==> src/rtl/trap_controller_if.sv <==
// Trap/CSR interface between the hazard/execute side (master) and the trap controller (slave).
interface trap_controller_if #(
  parameter int XLEN = 32
);
  logic            trapRequest;
  logic [3:0]      trapCause;
  logic [XLEN-1:0] trapPc;
  logic [XLEN-1:0] trapValue;
  logic            mretValid;
  logic            csrValid;
  logic [1:0]      csrOp;
  logic [11:0]     csrAddress;
  logic [XLEN-1:0] csrWriteData;
  logic [XLEN-1:0] csrReadData;
  logic            csrIllegal;
  logic            redirectValid;
  logic [XLEN-1:0] redirectTarget;
  logic            trapStall;

  modport master (
    output trapRequest, trapCause, trapPc, trapValue, mretValid,
           csrValid, csrOp, csrAddress, csrWriteData,
    input  csrReadData, csrIllegal, redirectValid, redirectTarget, trapStall
  );

  modport slave (
    input  trapRequest, trapCause, trapPc, trapValue, mretValid,
           csrValid, csrOp, csrAddress, csrWriteData,
    output csrReadData, csrIllegal, redirectValid, redirectTarget, trapStall
  );
endinterface

==> src/rtl/trap_controller.sv <==
// Machine-mode trap responder: commits trap state, redirects fetch to mtvec/mepc,
// stalls the pipeline while the redirect drains, and hosts the M-mode CSR file.
module trap_controller #(
  parameter int              XLEN         = 32,
  parameter logic [XLEN-1:0] RESET_VECTOR = '0,
  parameter int              DRAIN_CYCLES = 2
) (
  input  logic              clock,
  input  logic              reset,
  trap_controller_if.slave  bus
);

  localparam logic [3:0] DRAIN_INIT = 4'(DRAIN_CYCLES);

  typedef enum logic [1:0] {
    IDLE     = 2'd0,
    REDIRECT = 2'd1,
    DRAIN    = 2'd2
  } state_t;

  state_t          state_q;
  logic [3:0]      cnt_q;
  logic [XLEN-1:0] target_q;
  logic            redirect_valid_q;
  logic            trap_stall_q;

  logic            mie_q;
  logic            mpie_q;
  logic [XLEN-1:0] mtvec_q;
  logic [XLEN-1:0] mscratch_q;
  logic [XLEN-1:0] mepc_q;
  logic [3:0]      mcause_q;
  logic [XLEN-1:0] mtval_q;

  logic [XLEN-1:0] csr_rdata_d;
  logic            csr_legal_d;
  logic [XLEN-1:0] csr_wdata_d;
  logic            csr_we_d;

  // CSR read mux; reflects the state before any write at the coming edge.
  always_comb begin
    csr_rdata_d = '0;
    csr_legal_d = 1'b1;
    case (bus.csrAddress)
      12'h300: begin
        csr_rdata_d[3] = mie_q;
        csr_rdata_d[7] = mpie_q;
      end
      12'h305: csr_rdata_d = mtvec_q;
      12'h340: csr_rdata_d = mscratch_q;
      12'h341: csr_rdata_d = mepc_q;
      12'h342: csr_rdata_d = {{(XLEN-4){1'b0}}, mcause_q};
      12'h343: csr_rdata_d = mtval_q;
      default: csr_legal_d = 1'b0;
    endcase
  end

  always_comb begin
    case (bus.csrOp)
      2'b01:   csr_wdata_d = bus.csrWriteData;
      2'b10:   csr_wdata_d = csr_rdata_d | bus.csrWriteData;
      2'b11:   csr_wdata_d = csr_rdata_d & ~bus.csrWriteData;
      default: csr_wdata_d = csr_rdata_d;
    endcase
  end

  // Trap and MRET take priority over a CSR write; RS/RC with a zero mask never writes.
  assign csr_we_d = (state_q == IDLE) && !bus.trapRequest && !bus.mretValid &&
                    bus.csrValid && csr_legal_d && (bus.csrOp != 2'b00) &&
                    !(bus.csrOp[1] && (bus.csrWriteData == '0));

  assign bus.csrReadData    = csr_rdata_d;
  assign bus.csrIllegal     = bus.csrValid && !csr_legal_d;
  assign bus.redirectValid  = redirect_valid_q;
  assign bus.redirectTarget = target_q;
  assign bus.trapStall      = trap_stall_q;

  always_ff @(posedge clock) begin
    if (reset) begin
      state_q          <= IDLE;
      cnt_q            <= '0;
      target_q         <= '0;
      redirect_valid_q <= 1'b0;
      trap_stall_q     <= 1'b0;
      mie_q            <= 1'b0;
      mpie_q           <= 1'b0;
      mtvec_q          <= RESET_VECTOR;
      mscratch_q       <= '0;
      mepc_q           <= '0;
      mcause_q         <= '0;
      mtval_q          <= '0;
    end else begin
      case (state_q)
        IDLE: begin
          if (bus.trapRequest) begin
            mepc_q           <= {bus.trapPc[XLEN-1:2], 2'b00};
            mcause_q         <= bus.trapCause;
            mtval_q          <= bus.trapValue;
            mpie_q           <= mie_q;
            mie_q            <= 1'b0;
            target_q         <= mtvec_q;
            redirect_valid_q <= 1'b1;
            trap_stall_q     <= 1'b1;
            state_q          <= REDIRECT;
          end else if (bus.mretValid) begin
            mie_q            <= mpie_q;
            mpie_q           <= 1'b1;
            target_q         <= mepc_q;
            redirect_valid_q <= 1'b1;
            trap_stall_q     <= 1'b1;
            state_q          <= REDIRECT;
          end else if (csr_we_d) begin
            case (bus.csrAddress)
              12'h300: begin
                mie_q  <= csr_wdata_d[3];
                mpie_q <= csr_wdata_d[7];
              end
              12'h305: mtvec_q    <= {csr_wdata_d[XLEN-1:2], 2'b00};
              12'h340: mscratch_q <= csr_wdata_d;
              12'h341: mepc_q     <= {csr_wdata_d[XLEN-1:2], 2'b00};
              12'h342: mcause_q   <= csr_wdata_d[3:0];
              12'h343: mtval_q    <= csr_wdata_d;
              default: ;
            endcase
          end
        end
        REDIRECT: begin
          redirect_valid_q <= 1'b0;
          cnt_q            <= DRAIN_INIT;
          state_q          <= DRAIN;
        end
        DRAIN: begin
          if (cnt_q <= 4'd1) begin
            trap_stall_q <= 1'b0;
            state_q      <= IDLE;
          end else begin
            cnt_q <= cnt_q - 4'd1;
          end
        end
        default: state_q <= IDLE;
      endcase
    end
  end

endmodule

==> src/flat_wrapper.sv <==
// flat-port wrapper written by rule: the top's interface ports become plain ports
module trap_controller_flat 
#(
  parameter int              XLEN         = 32,
  parameter logic [XLEN-1:0] RESET_VECTOR = '0,
  parameter int              DRAIN_CYCLES = 2
)
  (clock, reset, bus_trapRequest, bus_trapCause, bus_trapPc, bus_trapValue, bus_mretValid, bus_csrValid, bus_csrOp, bus_csrAddress, bus_csrWriteData, bus_csrReadData, bus_csrIllegal, bus_redirectValid, bus_redirectTarget, bus_trapStall);
  trap_controller_if #(.XLEN(XLEN)) bus_i ();
  input  logic clock;
  input  logic reset;
  input wire logic [$bits(bus_i.trapRequest)-1:0] bus_trapRequest;
  input wire logic [$bits(bus_i.trapCause)-1:0] bus_trapCause;
  input wire logic [$bits(bus_i.trapPc)-1:0] bus_trapPc;
  input wire logic [$bits(bus_i.trapValue)-1:0] bus_trapValue;
  input wire logic [$bits(bus_i.mretValid)-1:0] bus_mretValid;
  input wire logic [$bits(bus_i.csrValid)-1:0] bus_csrValid;
  input wire logic [$bits(bus_i.csrOp)-1:0] bus_csrOp;
  input wire logic [$bits(bus_i.csrAddress)-1:0] bus_csrAddress;
  input wire logic [$bits(bus_i.csrWriteData)-1:0] bus_csrWriteData;
  output wire logic [$bits(bus_i.csrReadData)-1:0] bus_csrReadData;
  output wire logic [$bits(bus_i.csrIllegal)-1:0] bus_csrIllegal;
  output wire logic [$bits(bus_i.redirectValid)-1:0] bus_redirectValid;
  output wire logic [$bits(bus_i.redirectTarget)-1:0] bus_redirectTarget;
  output wire logic [$bits(bus_i.trapStall)-1:0] bus_trapStall;
  assign bus_i.trapRequest = bus_trapRequest;
  assign bus_i.trapCause = bus_trapCause;
  assign bus_i.trapPc = bus_trapPc;
  assign bus_i.trapValue = bus_trapValue;
  assign bus_i.mretValid = bus_mretValid;
  assign bus_i.csrValid = bus_csrValid;
  assign bus_i.csrOp = bus_csrOp;
  assign bus_i.csrAddress = bus_csrAddress;
  assign bus_i.csrWriteData = bus_csrWriteData;
  assign bus_csrReadData = bus_i.csrReadData;
  assign bus_csrIllegal = bus_i.csrIllegal;
  assign bus_redirectValid = bus_i.redirectValid;
  assign bus_redirectTarget = bus_i.redirectTarget;
  assign bus_trapStall = bus_i.trapStall;
  trap_controller #(.XLEN(XLEN), .RESET_VECTOR(RESET_VECTOR), .DRAIN_CYCLES(DRAIN_CYCLES)) u_core (.clock(clock), .reset(reset), .bus(bus_i));
endmodule
==> config.mk <==
export PLATFORM = sky130hd
export DESIGN_NAME = trap_controller_flat
export DESIGN_NICKNAME = d
export VERILOG_FILES = /design/src/rtl/trap_controller_if.sv /design/src/rtl/trap_controller.sv /design/src/flat_wrapper.sv
export SDC_FILE = /design/constraint.sdc
export NUM_CORES = 1
export LEC_CHECK = 0
export CORE_ASPECT_RATIO = 0.5
export CORE_MARGIN = 5
export CORE_UTILIZATION = 50
export CTS_BUF_LIST = sky130_fd_sc_hd__clkbuf_8
export DETAILED_ROUTE_END_ITERATION = 16
export PLACE_DENSITY = 0.78
export SKIP_LAST_GASP = 1
export SYNTH_ARGS = -nofsm -noshare
export SYNTH_HDL_FRONTEND = slang
export SYNTH_SLANG_ARGS = --single-unit
==> constraint.sdc <==
create_clock -name clock -period 2.9 [get_ports clock]
set_input_delay 0.435 -clock clock [delete_from_list [all_inputs] [get_ports clock]]
set_output_delay 0.435 -clock clock [all_outputs]
set_load 0.03 [all_outputs]
==> run summary, run 1 <==
result of the run -> completed
Placed Instances -> 1584
pre-CTS setup slack -> -276 ps
most frequently used flop master after synthesis -> sky130_fd_sc_hd__dfxtp_1
routed via count -> 9712
DRC errors left -> 0
final critical-path setup slack -> 74.1 ps
Pwr Total -> 0.00544 W
max capacitance violation total -> 0
mean number of vias per cell -> 6.00
DRT iter0 DRCs -> 960
setup violation total in the final timing report -> 0
worst-skew pair later-pin latency -> 470 ps
Die Span X -> 205 um
largest family of logic cells by synthesized area -> compound AO/OA/AOI/OAI gates
crit share post-route -> 0.974
buffer levels on the longest clock path -> 2
count of placed standard cells in the final layout, fillers left out -> 1620
filler instances -> 1517
number of unique standard cell types used by synthesis -> 67
Flop pwr share -> 0.465
number of hold violations in the final report -> 0
part of the Yosys area used for sequential elements -> 0.356
layout net count -> 1468
Worst Setup End Kind -> output pin
synthesis-stage register bit count -> 168
core footprint -> 0.0185 sq mm
aggregate global routing overflow -> 0
worst-case register-to-register setup slack -> 610 ps
Final Max Tran Viols -> 0
simple-gate share of the synthesized area -> 0.223
cell area after synthesis -> 0.00946 sq mm
CTS HTree Levels -> 4
upper clock frequency limit -> 354 MHz
flip-flop and latch area -> 0.00336 sq mm
hold buffer count at cts -> 0
setup skew after layout -> 16.3 ps
initial cell density of the core -> 0.512
reg2reg end -> u_core.mtval_q[29]
Comb pwr share -> 0.227
TritonCTS clock tree -> done
Post-Synth Adder-Cell Area -> 0.00265
combined area of the multi-input logic cells -> 0.00541 sq mm
Worst Path Max Fanout -> 13
origin of the critical flop-to-flop path -> u_core.state_q[1]
class of the tightest hold or removal check -> reg -> reg
number of enable flip-flop cells after synthesis -> 0
Detailed Route WL -> 31700 um
number of detailed-route iterations in the first pass -> 5
clk sink count -> 168
detailed-placement wirelength estimate -> 21600 um
WP data arrival -> 2390 ps
number of warning messages in the yosys log -> 0
net switching fraction of the power -> 0.322
post-synthesis async set-or-reset flop share -> 0
Leak Pwr -> 4.70 nW
Compound-Gate Fraction of Synth Area -> 0.241
routability-driven placement congestion ratio -> 0.863
crit start category -> input pin
Critical Path End -> bus_csrReadData[5]
depth of the worst hold-timing path -> 2
die area -> 0.0219 sq mm
# rows -> 35
wire length of the first global-routing pass -> 50100 um
cells on worst reg2reg path -> 7
worst slew margin relative to its limit -> 0.528
net load switching power -> 0.00176 W
I/O pin count -> 186
layout cell share with drive strength beyond 1 -> 0.143
Clock transition at path regs -> 90 ps
Worst setup startpoint -> bus_csrAddress[3]
post-synthesis to final-layout area growth -> 30.2%
CTS Buf Count -> 17
average wire per cell in the routed design -> 19.6 um
overall global routing resource usage -> 0.283
Root Buffer -> sky130_fd_sc_hd__clkbuf_8
synthesized area per cell -> 7.97 sq um
cell count after synthesis -> 1187
cell area power density -> 442 mW/mm^2
pin count of the biggest net entering global routing -> 63
RSZ-0062 raised after global routing -> false
cell-internal power -> 0.00369 W
critical path class -> in -> out
remaining number of nets flagged by the antenna check after routing -> 0
data required time at the worst endpoint -> 2470 ps
via count of the first global-routing pass -> 9559
xor and xnor area share after synthesis -> 0.0250
transition time at the pin with the least slew margin -> 709 ps
die height -> 107 um
multiplexer share of the synthesized area -> 0.0745
worst hold slack -> 460 ps
final worst path period need -> 2830 ps
number of antenna violations at the first check in global routing -> 1
count of port buffers added during placement -> 181
maximum resistive drop on vdd -> 0.000308 V
clock power share -> 0.308
[layer usage]
metal / part of all wire / routed length [um] / global-route usage / vias up
met3: 0.080 / 2540 / 0.0524 / 77
li1: - / - / - / 4552
met1: 0.43 / 13500 / 0.368 / 4614
met4: 0.029 / 907 / 0.103 / 0
met2: 0.47 / 14800 / 0.473 / 469
met5: 0 / 0 / 0 / -
[synthesized netlist by cell type, types with 3 or more instances]
cell type	number	area share
sky130_fd_sc_hd__a32oi_1	28	0.026
sky130_fd_sc_hd__nand3b_1	4	0.0032
sky130_fd_sc_hd__mux2i_1	67	0.071
sky130_fd_sc_hd__nand2_2	11	0.0073
sky130_fd_sc_hd__clkbuf_1	62	0.025
sky130_fd_sc_hd__nor2_1	90	0.036
sky130_fd_sc_hd__or2_2	24	0.016
sky130_fd_sc_hd__xnor2_1	27	0.025
sky130_fd_sc_hd__a21oi_2	8	0.0074
sky130_fd_sc_hd__a311oi_1	5	0.0046
sky130_fd_sc_hd__nor2b_1	3	0.0020
sky130_fd_sc_hd__nand3_1	6	0.0032
sky130_fd_sc_hd__nand2_1	202	0.080
sky130_fd_sc_hd__or3_1	4	0.0026
sky130_fd_sc_hd__a211oi_1	49	0.039
sky130_fd_sc_hd__o21ai_1	8	0.0042
sky130_fd_sc_hd__nor3_1	9	0.0048
sky130_fd_sc_hd__o22ai_1	5	0.0033
sky130_fd_sc_hd__inv_1	67	0.027
sky130_fd_sc_hd__buf_6	7	0.0083
sky130_fd_sc_hd__o21ai_0	24	0.013
sky130_fd_sc_hd__buf_4	3	0.0024
sky130_fd_sc_hd__or4_1	3	0.0024
sky130_fd_sc_hd__a21oi_1	113	0.060
sky130_fd_sc_hd__a22oi_1	3	0.0024
sky130_fd_sc_hd__a32o_1	55	0.058
sky130_fd_sc_hd__nand2b_1	8	0.0053
sky130_fd_sc_hd__mux2_2	3	0.0036
sky130_fd_sc_hd__nor4_1	8	0.0053
sky130_fd_sc_hd__or2_1	5	0.0033
sky130_fd_sc_hd__nor4_4	4	0.0090
sky130_fd_sc_hd__buf_2	23	0.012
sky130_fd_sc_hd__buf_1	6	0.0024
sky130_fd_sc_hd__nand4_1	6	0.0040
sky130_fd_sc_hd__nor4b_1	28	0.026
sky130_fd_sc_hd__a2111oi_0	4	0.0037
sky130_fd_sc_hd__dfxtp_1	168	0.36
[placed cells by master (no fill, tap or decap), drive strengths merged, types with 17 or more instances in the layout]
| master | instances |
|---|---|
| clkbuf | 17 |
| inv | 75 |
| or2 | 29 |
| nor2 | 91 |
| a21oi | 121 |
| buf | 98 |
| xnor2 | 27 |
| o21ai | 32 |
| a32oi | 28 |
| mux2i | 67 |
| a32o | 55 |
| nand2 | 213 |
| a211oi | 49 |
| nor4b | 28 |
| dfxtp | 168 |
| clkdlybuf4s50 | 137 |
[state kept, by name, summed over array words and instances, names as in the netlist]
register,count
u_core.mscratch_q,32
u_core.mtval_q,32
u_core.bus.redirectTarget,30
u_core.mepc_q,30
u_core.mtvec_q,30
u_core.cnt_q,4
u_core.mcause_q,4
u_core.state_q,2
u_core.bus.redirectValid,1
u_core.bus.trapStall,1
u_core.mie_q,1
u_core.mpie_q,1
[worst max-delay path, stage by stage]
cell	delay, ps
sky130_fd_sc_hd__clkdlybuf4s50_1	460
sky130_fd_sc_hd__or3_4	380
sky130_fd_sc_hd__nor4_4	280
sky130_fd_sc_hd__buf_4	210
sky130_fd_sc_hd__bufbuf_16	300
sky130_fd_sc_hd__nand2_1	80
sky130_fd_sc_hd__nand2_1	110
sky130_fd_sc_hd__buf_6	140
[final cells by class]
cell class / instances / area share
antenna: 1 / 0.000203
clock inverter: 15 / 0.0116
clock buffer: 17 / 0.0190
multi-input combinational: 851 / 0.439
tap: 259 / 0.0263
sequential: 168 / 0.273
inverter: 67 / 0.0204
timing repair buffer: 242 / 0.210
[stage by stage]
step | TNS (ps) | util | area [sq um]
2_1_floorplan | 0 | - | 9460
3_3_place_gp | -21070 | 0.642 | 11900
3_5_place_dp | -22400 | 0.642 | 11900
4_1_cts | 0 | 0.666 | 12300
5_1_grt | 0 | 0.666 | 12300
6_report | 0 | 0.666 | 12300
[power groups by stage]
stage                     registers [W]  logic, W  clock network, W
after floorplan                 0.00266  0.000612                 0
after global placement          0.00257   0.00119                 0
after detailed placement        0.00258   0.00122                 0
after CTS                       0.00253   0.00122           0.00168
after global routing            0.00255   0.00132           0.00179
final                           0.00253   0.00124           0.00168
[what timing repair did]
action,in CTS,in global routing
gates resized for setup,12,2
cloned,1,0
pin swaps,2,3
setup buffers,2,0
endpoints found under the setup margin,13,30
[kinds of logic after synthesis]
| family | count (synthesis) |
|---|---|
| buf+inv | 169 |
| compound gates | 321 |
| flops | 168 |
| mux | 70 |
| xor+xnor | 27 |
| fa+ha+maj | 2 |
| other cells | 1 |
| simple gates | 429 |
[worst min path at each step]
stage | startpoint | slack (ps) | to
after floorplan | u_core.mtval_q[2] | 430 | u_core.mtval_q[2]
after global placement | u_core.mscratch_q[31] | 440 | u_core.mscratch_q[31]
after detailed placement | u_core.mscratch_q[24] | 440 | u_core.mscratch_q[24]
after CTS | u_core.mscratch_q[24] | 460 | u_core.mscratch_q[24]
after global routing | u_core.mscratch_q[27] | 480 | u_core.mscratch_q[27]
final | u_core.mscratch_q[9] | 460 | u_core.mscratch_q[9]
No activity file was read; power rests on OpenSTA's default activity.
==> run 2: changes to the inputs <==
Settings changed: CTS_BUF_LIST sky130_fd_sc_hd__clkbuf_8 to not set, CTS_CLUSTER_DIAMETER set to 100.
Clock period 2.9 ns to 3.66 ns, I/O delays scaled along.
==> run summary, run 2 (same netlist as run 1, synthesis figures left out) <==
wire length of the first global-routing pass -> 47900 um (was 50100 um)
total non-filler cell area in the finished layout -> 0.0121 sq mm (was 0.0123 sq mm)
worst-case register-to-register setup slack -> 1150 ps (was 610 ps)
number of hold violations in the final report -> 0 (unchanged)
biggest regs -> u_core.mscratch_q: 32 flops, u_core.mtval_q: 32 flops (unchanged)
setup violation total in the final timing report -> 0 (unchanged)
origin of the critical flop-to-flop path -> u_core.state_q[1] (unchanged)
depth of the worst hold-timing path -> 2 (unchanged)
Worst Path Max Fanout -> 29 (was 13)
max capacitance violation total -> 0 (unchanged)
worst-skew pair later-pin latency -> 430 ps (was 470 ps)
count of port buffers added during placement -> 181 (unchanged)
reg2reg end -> u_core.mtval_q[11] (was u_core.mtval_q[29])
critical path class -> in -> out (unchanged)
Clock transition at path regs -> 60 ps (was 90 ps)
WP data arrival -> 2690 ps (was 2390 ps)
upper clock frequency limit -> 309 MHz
clock power share -> 0.382 (was 0.308)
number of antenna violations at the first check in global routing -> 0 (was 1)
DRC errors left -> 0 (unchanged)
leading cell type in the layout, fill and taps excluded -> sky130_fd_sc_hd__nand2_1 (unchanged)
hold buffer count at cts -> 0 (unchanged)
setup skew after layout -> 10.4 ps (was 16.3 ps)
# rows -> 35 (unchanged)
net load switching power -> 0.00139 W (was 0.00176 W)
final critical-path setup slack -> 425 ps (was 74.1 ps)
TritonCTS clock tree -> done (unchanged)
cell-internal power -> 0.00337 W (was 0.00369 W)
detailed-placement wirelength estimate -> 20500 um (was 21600 um)
Final Max Tran Viols -> 0 (unchanged)
mean number of vias per cell -> 6.05 (was 6.00)
aggregate global routing overflow -> 0 (unchanged)
setup TNS -> 0 ps (unchanged)
overall global routing resource usage -> 0.270 (was 0.283)
cell area power density -> 393 mW/mm^2 (was 442 mW/mm^2)
routing usage on met1 -> 0.357 (was 0.368)
Die Span X -> 205 um (unchanged)
cells on worst reg2reg path -> 6 (was 7)
transition time at the pin with the least slew margin -> 793 ps (was 709 ps)
number of detailed-route iterations in the first pass -> 6 (was 5)
layout cell share with drive strength beyond 1 -> 0.124 (was 0.143)
net switching fraction of the power -> 0.292 (was 0.322)
worst hold slack -> 453 ps (was 460 ps)
result of the run -> completed (unchanged)
final worst path period need -> 3230 ps
CTS Buf Count -> 17 (unchanged)
clk sink count -> 168 (unchanged)
DRT iter0 DRCs -> 913 (was 960)
peak-usage layer in the global routing report -> met2 (unchanged)
die height -> 107 um (unchanged)
Root Buffer -> sky130_fd_sc_hd__clkbuf_16 (was sky130_fd_sc_hd__clkbuf_8)
crit start category -> input pin (unchanged)
maximum resistive drop on vdd -> 0.000278 V (was 0.000308 V)
Min-Delay Endpoint -> u_core.mscratch_q[5] (was u_core.mscratch_q[9])
die area -> 0.0219 sq mm (unchanged)
met2 routing resource usage after global routing -> 0.451 (was 0.473)
commonest cells after routing, fill and taps aside -> 202 x sky130_fd_sc_hd__nand2_1, 168 x sky130_fd_sc_hd__dfxtp_1, 143 x sky130_fd_sc_hd__clkdlybuf4s50_1, 113 x sky130_fd_sc_hd__a21oi_1, 89 x sky130_fd_sc_hd__nor2_1 (was 202 x sky130_fd_sc_hd__nand2_1, 168 x sky130_fd_sc_hd__dfxtp_1, 137 x sky130_fd_sc_hd__clkdlybuf4s50_1, 113 x sky130_fd_sc_hd__a21oi_1, 89 x sky130_fd_sc_hd__nor2_1)
Global Route met3 Usage -> 0.0512 (was 0.0524)
remaining number of nets flagged by the antenna check after routing -> 0 (unchanged)
pin count of the biggest net entering global routing -> 98 (was 63)
core footprint -> 0.0185 sq mm (unchanged)
layout net count -> 1440 (was 1468)
average wire per cell in the routed design -> 19.4 um (was 19.6 um)
initial cell density of the core -> 0.512 (unchanged)
hold path startpoint -> u_core.mscratch_q[5] (was u_core.mscratch_q[9])
post-CTS setup repair buffer count -> 0 (was 2)
I/O pin count -> 186 (unchanged)
CTS HTree Levels -> 4 (unchanged)
post-synthesis to final-layout area growth -> 28.1% (was 30.2%)
Flop pwr share -> 0.421 (was 0.465)
RSZ-0062 raised after global routing -> false (unchanged)
worst slew margin relative to its limit -> 0.471 (was 0.528)
via count of the first global-routing pass -> 9168 (was 9559)
Leak Pwr -> 4.56 nW (was 4.70 nW)
Comb pwr share -> 0.197 (was 0.227)
Worst Setup End Kind -> output pin (unchanged)
placed cell areas -> 0.0115 sq mm (was 0.0119 sq mm)
pre-CTS setup slack -> 447 ps (was -276 ps)
crit share post-route -> 0.884
number of diodes -> 0 (was 1)
data required time at the worst endpoint -> 3110 ps (was 2470 ps)
Detailed Route WL -> 30900 um (was 31700 um)
class of the tightest hold or removal check -> reg -> reg (unchanged)
routed via count -> 9615 (was 9712)
buffer levels on the longest clock path -> 2 (unchanged)
routability-driven placement congestion ratio -> 0.844 (was 0.863)
quantity of gates resized following cts -> 0 (was 12)
[run 2: through the flow]
stage / util / cells / total power (W)
after floorplan: - / 1188 / 0.00259
after CTS: 0.656 / 1590 / 0.00477
after global placement: 0.624 / 1559 / 0.00295
after global routing: 0.656 / 1590 / 0.00493
final: 0.656 / 1590 / 0.00476
after detailed placement: 0.624 / 1559 / 0.00297
[run 2: power by group through the flow]
stage	Combinational [W]	Sequential [W]	Clock (W)
2_1_floorplan	0.000485	0.00210	0
3_3_place_gp	0.000907	0.00204	0
3_5_place_dp	0.000928	0.00204	0
4_1_cts	0.000932	0.00200	0.00183
5_1_grt	0.00101	0.00202	0.00190
6_report	0.000940	0.00201	0.00182
[run 2: layout make-up]
type	count	area (sq um)
Inverter	67	251
Multi-Input combinational cell	851	5400
Clock inverter	12	140
Sequential cell	168	3360
Clock buffer	19	443
Fill cell	1565	6360
Timing Repair Buffer	214	2200
Tap cell	259	324
[run 2: worst max-delay path by stage]
| stage | startpoint | to | slack [ps] | cells past startpoint |
|---|---|---|---|---|
| CTS | bus_csrAddress[0] | bus_csrReadData[0] | 460 | 7 |
| global route | bus_csrAddress[0] | bus_csrReadData[1] | 340 | 7 |
| floorplan | bus_csrAddress[0] | bus_csrReadData[20] | 1110 | 7 |
| detailed placement | bus_csrAddress[2] | u_core.mtvec_q[21] | 450 | 8 |
| global placement | bus_csrAddress[0] | bus_csrReadData[0] | 500 | 7 |
| finish | bus_csrAddress[0] | bus_csrReadData[0] | 430 | 7 |
[run 2: worst max-delay path, stage by stage]
cell,delay (ps)
sky130_fd_sc_hd__clkdlybuf4s50_1,590
sky130_fd_sc_hd__or3_4,510
sky130_fd_sc_hd__nor4_4,320
sky130_fd_sc_hd__buf_12,250
sky130_fd_sc_hd__a22oi_1,180
sky130_fd_sc_hd__inv_1,150
sky130_fd_sc_hd__buf_12,130
[run 2: per-layer routing]
layer | vias to the layer above | share of wire | wire length [um]
met5 | - | 0 | 0
met4 | 0 | 0.020 | 616
met3 | 56 | 0.076 | 2350
met2 | 441 | 0.48 | 14800
met1 | 4616 | 0.43 | 13100
li1 | 4502 | - | -
==> run 3: changes to the inputs <==
Clock period 3.66 ns to 3.3 ns, I/O delays scaled along.
==> run summary, run 3 (same netlist as run 1, synthesis figures left out) <==
Worst setup startpoint -> bus_csrAddress[2] (was bus_csrAddress[0])
mean number of vias per cell -> 6.08 (was 6.05)
Worst Setup End Kind -> flip-flop (was output pin)
clock power share -> 0.391 (was 0.382)
routability-driven placement congestion ratio -> 0.895 (was 0.844)
cell type group with the largest total delay on the critical path -> simple AND/OR/NAND/NOR gates (was buffers and inverters)
post-CTS setup repair buffer count -> 0 (unchanged)
Leak Pwr -> 4.72 nW (was 4.56 nW)
count of port buffers added during placement -> 181 (unchanged)
commonest cells after routing, fill and taps aside -> 202 x sky130_fd_sc_hd__nand2_1, 168 x sky130_fd_sc_hd__dfxtp_1, 143 x sky130_fd_sc_hd__clkdlybuf4s50_1, 113 x sky130_fd_sc_hd__a21oi_1, 89 x sky130_fd_sc_hd__nor2_1 (unchanged)
detailed-placement wirelength estimate -> 21300 um (was 20500 um)
maximum resistive drop on vdd -> 0.000325 V (was 0.000278 V)
die area -> 0.0219 sq mm (unchanged)
CTS HTree Levels -> 4 (unchanged)
hold buffer count at cts -> 0 (unchanged)
clk sink count -> 168 (unchanged)
post-synthesis to final-layout area growth -> 31.3% (was 28.1%)
filler instances -> 1527 (was 1565)
number of diodes -> 0 (unchanged)
setup violation total in the final timing report -> 0 (unchanged)
depth of the worst hold-timing path -> 2 (unchanged)
class of the tightest hold or removal check -> reg -> reg (unchanged)
# rows -> 35 (unchanged)
quantity of gates resized following cts -> 0 (unchanged)
I/O pin count -> 186 (unchanged)
critical path's largest stage delay -> 1080 ps (was 590 ps)
net switching fraction of the power -> 0.296 (was 0.292)
Comb pwr share -> 0.200 (was 0.197)
Flop pwr share -> 0.409 (was 0.421)
Final Max Tran Viols -> 0 (unchanged)
max capacitance violation total -> 0 (unchanged)
cell-internal power -> 0.00383 W (was 0.00337 W)
transition time at the pin with the least slew margin -> 1280 ps (was 793 ps)
core footprint -> 0.0185 sq mm (unchanged)
WP data arrival -> 3570 ps (was 2690 ps)
crit start category -> input pin (unchanged)
data required time at the worst endpoint -> 3660 ps (was 3110 ps)
Clock transition at path regs -> 70 ps (was 60 ps)
cells on worst reg2reg path -> 7 (was 6)
Detailed Route WL -> 31900 um (was 30900 um)
layout net count -> 1457 (was 1440)
final worst path period need -> 3210 ps
upper clock frequency limit -> 312 MHz
worst-skew pair later-pin latency -> 430 ps (about the same)
wire length of the first global-routing pass -> 50100 um (was 47900 um)
Worst Path Max Fanout -> 19 (was 29)
slowest cell on the critical path -> sky130_fd_sc_hd__nor4_4 (was sky130_fd_sc_hd__clkdlybuf4s50_1)
crit share post-route -> 0.973
routed via count -> 9784 (was 9615)
critical path class -> in -> reg (was in -> out)
Die Span X -> 205 um (unchanged)
number of detailed-route iterations in the first pass -> 5 (was 6)
DRT iter0 DRCs -> 902 (was 913)
initial cell density of the core -> 0.512 (unchanged)
Critical Path Stages -> 8 (was 7)
worst hold slack -> 453 ps (about the same)
hold path startpoint -> u_core.mscratch_q[9] (was u_core.mscratch_q[5])
TritonCTS clock tree -> done (unchanged)
Critical Path, Cell by Cell -> clkdlybuf4s50_1 -> nand2b_1 -> a211o_1 -> a211o_4 -> nor4_4 -> buf_4 -> nand2_1 -> a21oi_1 (was clkdlybuf4s50_1 -> or3_4 -> nor4_4 -> buf_12 -> a22oi_1 -> inv_1 -> buf_12)
Root Buffer -> sky130_fd_sc_hd__clkbuf_16 (unchanged)
Crit path buffers/inverters -> 2 (was 4)
leading cell type in the layout, fill and taps excluded -> sky130_fd_sc_hd__nand2_1 (unchanged)
cell area power density -> 438 mW/mm^2 (was 393 mW/mm^2)
via count of the first global-routing pass -> 9617 (was 9168)
setup skew after layout -> 9.73 ps (was 10.4 ps)
Pwr Total -> 0.00544 W (was 0.00476 W)
DRC errors left -> 0 (unchanged)
biggest regs -> u_core.mscratch_q: 32 flops, u_core.mtval_q: 32 flops (unchanged)
net load switching power -> 0.00161 W (was 0.00139 W)
worst slew margin relative to its limit -> 0.138 (was 0.471)
average wire per cell in the routed design -> 19.9 um (was 19.4 um)
number of antenna violations at the first check in global routing -> 0 (unchanged)
buffer levels on the longest clock path -> 2 (unchanged)
pin count of the biggest net entering global routing -> 69 (was 98)
CTS Buf Count -> 17 (unchanged)
overall global routing resource usage -> 0.283 (was 0.270)
origin of the critical flop-to-flop path -> u_core.state_q[1] (unchanged)
result of the run -> completed (unchanged)
remaining number of nets flagged by the antenna check after routing -> 0 (unchanged)
RSZ-0062 raised after global routing -> false (unchanged)
aggregate global routing overflow -> 0 (unchanged)
die height -> 107 um (unchanged)
layout cell share with drive strength beyond 1 -> 0.136 (was 0.124)
number of hold violations in the final report -> 0 (unchanged)
run 3: cell types whose count changed in the layout (fill, tap and decap cells not counted), sizes merged:
cell	change
buf	+17
clkbuf	+1
inv	+1
clkinv	+2
clkinvlp	-3
run 3: per-stage QoR:
stage / worst slack [ps] / setup TNS, ps / area (sq um) / cells / utilization
after floorplan: 829 / 0 / 9460 / 1188 / -
after global placement: -208 / -1820 / 11800 / 1576 / 0.639
after detailed placement: -248 / -2200 / 11800 / 1576 / 0.639
after CTS: 38.4 / 0 / 12400 / 1608 / 0.672
after global routing: 26.0 / 0 / 12400 / 1608 / 0.672
final: 90.6 / 0 / 12400 / 1608 / 0.672
run 3: layer usage:
layer | vias to the layer above | routed length (um) | track usage | part of all wire
met5 | - | 0 | 0 | 0
met4 | 0 | 812 | 0.102 | 0.025
met3 | 78 | 2670 | 0.0599 | 0.084
met2 | 505 | 15100 | 0.476 | 0.47
met1 | 4666 | 13300 | 0.362 | 0.42
li1 | 4535 | - | - | -
run 3: final cells by class:
| class | count | area (sq um) | area share |
|---|---|---|---|
| Clock inverter | 12 | 158 | 0.0127 |
| Multi-Input combinational cell | 851 | 5400 | 0.435 |
| Inverter | 67 | 251 | 0.0202 |
| Tap cell | 259 | 324 | 0.0261 |
| Clock buffer | 20 | 467 | 0.0376 |
| Sequential cell | 168 | 3360 | 0.271 |
| Timing Repair Buffer | 231 | 2460 | 0.198 |
run 3: final timing paths:
path         slack (ps)                    end
max                  90  u_core.mscratch_q[26]
min                 450   u_core.mscratch_q[9]
max reg2reg         370  u_core.mscratch_q[26]
min reg2reg         450   u_core.mscratch_q[9]
run 3: worst min-delay path, delay by kind of cell (launching register included):
kind	cells	cell delay [ps]
flops	1	310
simple gates	1	50
compound gates	1	50
run 3: power groups by stage:
stage          clock [W]  combinational, W  sequential, W
2_1_floorplan          0          0.000537        0.00233
3_3_place_gp           0           0.00104        0.00226
3_5_place_dp           0           0.00107        0.00227
4_1_cts          0.00214           0.00108        0.00222
5_1_grt          0.00223           0.00116        0.00224
6_report         0.00213           0.00109        0.00222
